`src/rtl/priority_encoder_seq_pkg.sv`:
```
// Shared codec definitions: default request width, code width and the
// sequential encoder state encoding.
package priority_encoder_seq_pkg;

    localparam int PE_WIDTH = 8;
    localparam int PE_CW    = $clog2(PE_WIDTH);

    typedef enum logic {
        IDLE = 1'b0,
        EMIT = 1'b1
    } pe_state_e;

endpackage

```
`src/rtl/priority_encoder_seq_prio_enc.sv`:
```
// Combinational MSB-first priority encoder: index of the highest set bit,
// plus a flag for an all-zero vector (code is 0 in that case).
module prio_enc #(
    parameter  int WIDTH = priority_encoder_seq_pkg::PE_WIDTH,
    localparam int CW    = $clog2(WIDTH)
) (
    input  logic [WIDTH-1:0] i_vec,
    output logic [CW-1:0]    o_code,
    output logic             o_none
);

    // Ascending scan: later (higher) set bits overwrite earlier ones.
    always_comb begin
        o_code = '0;
        for (int i = 0; i < WIDTH; i++) begin
            if (i_vec[i]) o_code = CW'(i);
        end
    end

    assign o_none = ~|i_vec;

endmodule

```
`src/rtl/priority_encoder_seq.sv`:
```
// Sequential priority encoder: captures a request vector, then emits one
// beat per set bit (MSB first), or a single "none" beat for a zero vector.
module priority_encoder_seq
    import priority_encoder_seq_pkg::*;
#(
    parameter  int WIDTH = PE_WIDTH,
    localparam int CW    = $clog2(WIDTH)
) (
    input  logic             clk,
    input  logic             rst,
    input  logic             in_valid,
    input  logic [WIDTH-1:0] in_data,
    output logic             in_ready,
    output logic             out_valid,
    input  logic             out_ready,
    output logic [CW-1:0]    out_code,
    output logic             out_none,
    output logic             out_last
);

    localparam logic [WIDTH-1:0] ONE = WIDTH'(1);

    pe_state_e        r_state;
    pe_state_e        w_state_nxt;
    logic [WIDTH-1:0] r_pending;
    logic [WIDTH-1:0] w_pending_nxt;
    logic [CW-1:0]    w_code;
    logic             w_none;
    logic             w_onehot;
    logic             w_fire;

    prio_enc #(.WIDTH(WIDTH)) u_prio_enc (
        .i_vec  (r_pending),
        .o_code (w_code),
        .o_none (w_none)
    );

    // Exactly one bit left means the current beat is the final one.
    assign w_onehot = (r_pending != '0) && ((r_pending & (r_pending - ONE)) == '0);

    assign in_ready  = (r_state == IDLE);
    assign out_valid = (r_state == EMIT);
    assign out_code  = out_valid ? w_code : '0;
    assign out_none  = out_valid & w_none;
    assign out_last  = out_valid & (w_onehot | w_none);
    assign w_fire    = out_valid & out_ready;

    always_comb begin
        w_state_nxt   = r_state;
        w_pending_nxt = r_pending;
        case (r_state)
            IDLE: begin
                if (in_valid) begin
                    w_pending_nxt = in_data;
                    w_state_nxt   = EMIT;
                end
            end
            EMIT: begin
                if (w_fire) begin
                    w_pending_nxt = r_pending & ~(ONE << w_code);
                    if (out_last) w_state_nxt = IDLE;
                end
            end
            default: begin
                w_state_nxt   = IDLE;
                w_pending_nxt = '0;
            end
        endcase
    end

    always_ff @(posedge clk) begin
        if (rst) begin
            r_state   <= IDLE;
            r_pending <= '0;
        end else begin
            r_state   <= w_state_nxt;
            r_pending <= w_pending_nxt;
        end
    end

endmodule

```
`config.mk`:
```
export PLATFORM = sky130hd
export DESIGN_NAME = priority_encoder_seq
export DESIGN_NICKNAME = d
export VERILOG_FILES = /design/src/rtl/priority_encoder_seq_pkg.sv /design/src/rtl/priority_encoder_seq_prio_enc.sv /design/src/rtl/priority_encoder_seq.sv
export SDC_FILE = /design/constraint.sdc
export NUM_CORES = 1
export LEC_CHECK = 0
export BUFFER_PORTS_ARGS = -buffer_cell sky130_fd_sc_hd__buf_2
export CAP_MARGIN = 20
export CORE_AREA = 2 2 39 41
export CTS_CLUSTER_SIZE = 10
export DETAILED_ROUTE_END_ITERATION = 16
export DIE_AREA = 0 0 41 43
export GPL_ROUTABILITY_DRIVEN = 0
export GPL_TIMING_DRIVEN = 0
export PLACE_DENSITY = 0.67
export REMOVE_ABC_BUFFERS = 1
export SLEW_MARGIN = 10
export SYNTH_ARGS = -nofsm -noshare
export SYNTH_HDL_FRONTEND = slang
export SYNTH_SLANG_ARGS = --single-unit
```
`constraint.sdc`:
```
create_clock -name clk -period 4.3 [get_ports clk]
set_input_delay 0.645 -clock clk [delete_from_list [all_inputs] [get_ports clk]]
set_output_delay 0.645 -clock clk [all_outputs]
set_load 0.01 [all_outputs]
```
# Yosys cells after proc, flatten, opt, wreduce, memory -nomap -nowiden
# Cells that the tools add are included.
[op_classes] n_eq_ne=2 addsub=1 mux=15 bitwise_logic=8 n_reduce_logical=6 shift=1
[op_table] operator="AND 8 bit" count=2
[op_table] operator="2-to-1 mux 8 bit" count=2
[op_table] operator="one-hot mux 8 bit (2 select lines)" count=1
[op_table] operator="2-to-1 mux 3 bit" count=5
[op_table] operator="zero test 8 bit" count=1
[op_table] operator="inverter 8 bit" count=1
[op_table] operator="nonzero test 8 bit" count=1
[op_table] operator="OR reduction 8 bit" count=1
[op_table] operator="<< shifter 1 x 3 -> 8 bit, first input constant" count=1
[op_table] operator="subtractor 8 x 1 -> 8 bit, second input constant" count=1
[op_table] operator="2-to-1 mux 1 bit" count=4
[op_table] operator="2-to-1 mux 2 bit" count=2
[op_table] operator="AND 1 bit" count=3
[op_table] operator="inequality test 2 x 1 -> 1 bit, second input constant" count=1
[op_table] operator="inequality test 2 bit, second input constant" count=1
[op_table] operator="one-hot mux 1 bit (2 select lines)" count=1
[op_table] operator="AND reduction 2 bit" count=1
[op_table] operator="logical AND 1 bit" count=1
[op_table] operator="zero test 1 bit" count=1
[op_table] operator="inverter 1 bit" count=1
[op_table] operator="bitwise OR 1 bit" count=1
[totals] elab_cells=35 reg_bits=9 out_inout_bits=7 input_bits=12

# Depth between registers and ports, before layout
[logic_depth] depth_word=12 ltp_mapped=5 depth_no_buf=4

# By module
# Synthesis repeated with hierarchy kept, for this count alone.
[unflattened] hier_cells=76 area_unflattened_um2=595.6
[modules_own_cells] mod="priority_encoder_seq" seq_area_each_um2=180.2 area_each_um2=528.0 instances=1 cells_per_inst=65
[modules_own_cells] mod="prio_enc" seq_area_each_um2=0.0 area_each_um2=67.6 instances=1 cells_per_inst=11

# Least setup slack after synthesis
# No wires, ideal clock.
[synth_timing] path_type="reg2out" from="register r_pending[3]" to="output port out_last" path_buffers=1 stages_incl_launch_ff=6 t_required_ns=3.655 t_arrival_ns=1.032 setup_slack_ns=2.623 path_cell_list="dfxtp_1 buf_4 nor4_1 a22oi_1 nor2_1 and3_1"
[synth_via] elab_chain_len=6 elab_cells_between_ends=9 classes_between="1 x add/sub; 3 x bitwise; 5 x reduce/logical"
[synth_lines] item="start: declaration" line_no="priority_encoder_seq.sv:25" text="logic [WIDTH-1:0] r_pending;"
[synth_lines] item="start signal: assignment" line_no="priority_encoder_seq.sv:77" text="r_pending <= w_pending_nxt;"
[synth_lines] item="subtractor 8 x 1 -> 8 bit" line_no="priority_encoder_seq.sv:39" text="assign w_onehot = (r_pending != '0) && ((r_pending & (r_pending - ONE)) == '0);"
[synth_lines] item="AND 8 bit" line_no="priority_encoder_seq.sv:39"
[synth_lines] item="zero test 8 bit" line_no="priority_encoder_seq.sv:39"
[synth_lines] item="logical AND 1 bit" line_no="priority_encoder_seq.sv:39"
[synth_lines] item="bitwise OR 1 bit *" line_no="priority_encoder_seq.sv:45" text="assign out_last = out_valid & (w_onehot | w_none);"
[synth_lines] item="AND 1 bit *" line_no="priority_encoder_seq.sv:45"
[synth_lines] item="end: declaration" line_no="priority_encoder_seq.sv:18" text="output logic out_last"
# Every way passes the cells marked *; elsewhere a longest branch is shown, timed or not.

# Worst setup path after layout
[layout_timing] from="register r_pending[2]" to="output port out_last"
# Same word-level chain as after synthesis.

==> results.yml <==
drt:
  wl_per_cell_um: 13.6
  drt-total-wl_um: 1440
  via_per_inst: 5.54
  drt_iter0_drc: 27
  drc: 0
  vias: 587
  firstDrtPassIters: 4
  ant_nets: 0
die:
  die-width_um: 41
  io_pins: 19
  rows: 14
  dieArea_um2: 1760
  core_area_um2: 1380
  die_h_um: 43
  start_util_pct: 39.3
power:
  p_per_area_nw_per_um2: 330
  leakage_nw: 0.279
  ir_drop_uv: 155
critical_path:
  cp-start-kind: "flip-flop"
  end_kind: "output pin"
  cpPeakStageDelay_ns: 0.38
  arrival_ns: 1.57
  cp.required_ns: 3.65
  critPathKind: "reg -> out"
  path_cells: "nor4_1 -> a22oi_1 -> nor2_1 -> and3_1 -> buf_2"
  cp_slowest_cell: "dfxtp_1"
  critPathMaxFanout: 8
timing:
  slew_violations: 0
  setup_viol: 0
  clock.fmax_mhz: 452
  period_minus_slack_ns: 2.21
  min_period_over_period_pct: 51.5
  setup_slack_ns: 2.09
  worst_pin_slew_ns: 0.538
  clock_skew_ns: 0.00715
  rsz0062_at_grt: "false"
  finalSetupTns_ns: 0
  hold_viol: 0
  slew_headroom_pct: 64.0
synth:
  ys_warn_count: 0
  yosysSeqAreaShare_pct: 33.1
  synth_edf_count: 0
  syn_area_per_cell_um2: 7.56
  ys.flop_type: "dfxtp_1"
  syn-cell-area_um2: 544
  synth_seq_cells: 9
  synth_area_leaders: "dfxtp_1, a21oi_1, nand3_1"
  synth_top_area_share_pct: 33.1
  syn_inst: 72
  netlist_top_cells_count: "a21oi_1, dfxtp_1, nand2_1"
  synthArstFlopShare_pct: 0
  synth_top_cell_by_area: "dfxtp_1"
  synth_cell_types: 28
job:
  drv_cap: 0
status:
  status: "complete, no violations"
cts:
  cts_max_path_buffers: 2
  cts_tree: "yes"
  root_buffer: "clkbuf_4"
  hold_buffers: 0
  clk_latency_ns: 0.26
  cts_resized: 0
  cts_max_level: 1
  clkTransAtPathRegs_ns: 0.06
  cts_buffers: 3
  post_cts_buffers: 0
  clkSinkCount: 9
layout:
  diodes: 0
  syn2layout_area_growth_pct: 21.4
  drive_gt1_share_pct: 25.6
  fin_nets: 103
grt:
  overflow: 0
  antenna_found_initial: 0
  grt_pass1_wl_um: 2230
  grtUsageTotal_pct: 18.6
  grt_max_degree: 13
  grt_pass1_vias: 506
placement:
  dp_hpwl_um: 1000
  pre_cts_slack_ns: 2.41
  port_buffers: 18
worst_hold_path:
  min-delay-path-class: "reg -> reg"
-- layout by cell type, fill, tap and decap left out, types with 2 or more instances in the layout --
cell type	count
nand3_1	7
nand2_1	8
inv_1	4
a22oi_1	2
o311ai_0	2
o21ai_0	3
nor2b_1	2
buf_2	18
clkbuf_4	3
a21oi_1	9
a31oi_1	2
o211ai_1	3
dfxtp_1	9
nor2_1	5
-- metal layers --
layer / vias to the layer above / share of wire, % / global-route usage (%)
met4: 0 / 1.5 / 12.0
met3: 2 / 3.6 / 1.57
met2: 18 / 50 / 26.6
li1: 304 / - / -
met5: - / 0 / 0
met1: 263 / 45 / 25.6
-- power breakdown --
group          total, mW  switching [mW]  internal, mW
logic             0.0509          0.0272        0.0237
registers          0.102          0.0126        0.0891
clock network     0.0652          0.0295        0.0357
-- stage by stage --
stage / cell area, µm² / hold slack, ns / power, mW / cells / util [%]
finish: 661 / 0.568 / 0.218 / 106 / 47.7
global route: 661 / 0.592 / 0.231 / 106 / 47.7
CTS: 661 / 0.558 / 0.219 / 106 / 47.7
detailed placement: 634 / 0.548 / 0.154 / 102 / 45.8
global placement: 634 / 0.540 / 0.153 / 102 / 45.8
floorplan: 524 / 0.497 / 0.133 / 68 / -
-- path summary, 6_finish.rpt --
path | from | endpoint | slack [ns] | depth (start not counted)
worst max-delay path | r_pending[2] | out_last | 2.09 | 5
worst min-delay path | r_pending[0] | r_pending[0] | 0.57 | 2
worst max register to register | r_pending[7] | r_pending[0] | 2.76 | 4
worst min register to register | r_pending[0] | r_pending[0] | 0.57 | 2
-- critical path, delay by kind of cell (launching register included) --
family / cells / cell delay (ns)
flip-flops: 1 / 0.38
AND/OR/NAND/NOR: 3 / 0.69
buffers and inverters: 1 / 0.13
AO/OA/AOI/OAI: 1 / 0.11
-- cell type report --
| class | count | area, µm² |
|---|---|---|
| Fill cell | 147 | 723 |
| Multi-Input combinational cell | 55 | 329 |
| Sequential cell | 9 | 180 |
| Timing Repair Buffer | 18 | 90.1 |
| Clock buffer | 4 | 26.3 |
| Tap cell | 16 | 20.0 |
| Inverter | 4 | 15.0 |
-- registers in the layout, summed over array words and instances, names as in the netlist --
signal / flops
r_pending: 8
out_valid: 1
-- cells by family (layout without fill, tap and decap cells) --
kind of cell	Yosys count	after routing	share of synthesized area (%)
AO/OA/AOI/OAI	27	27	32.4
buffers and inverters	8	26	6.43
flip-flops	9	9	33.1
AND/OR/NAND/NOR	28	28	28.0
(Power assumes the default switching activity.)
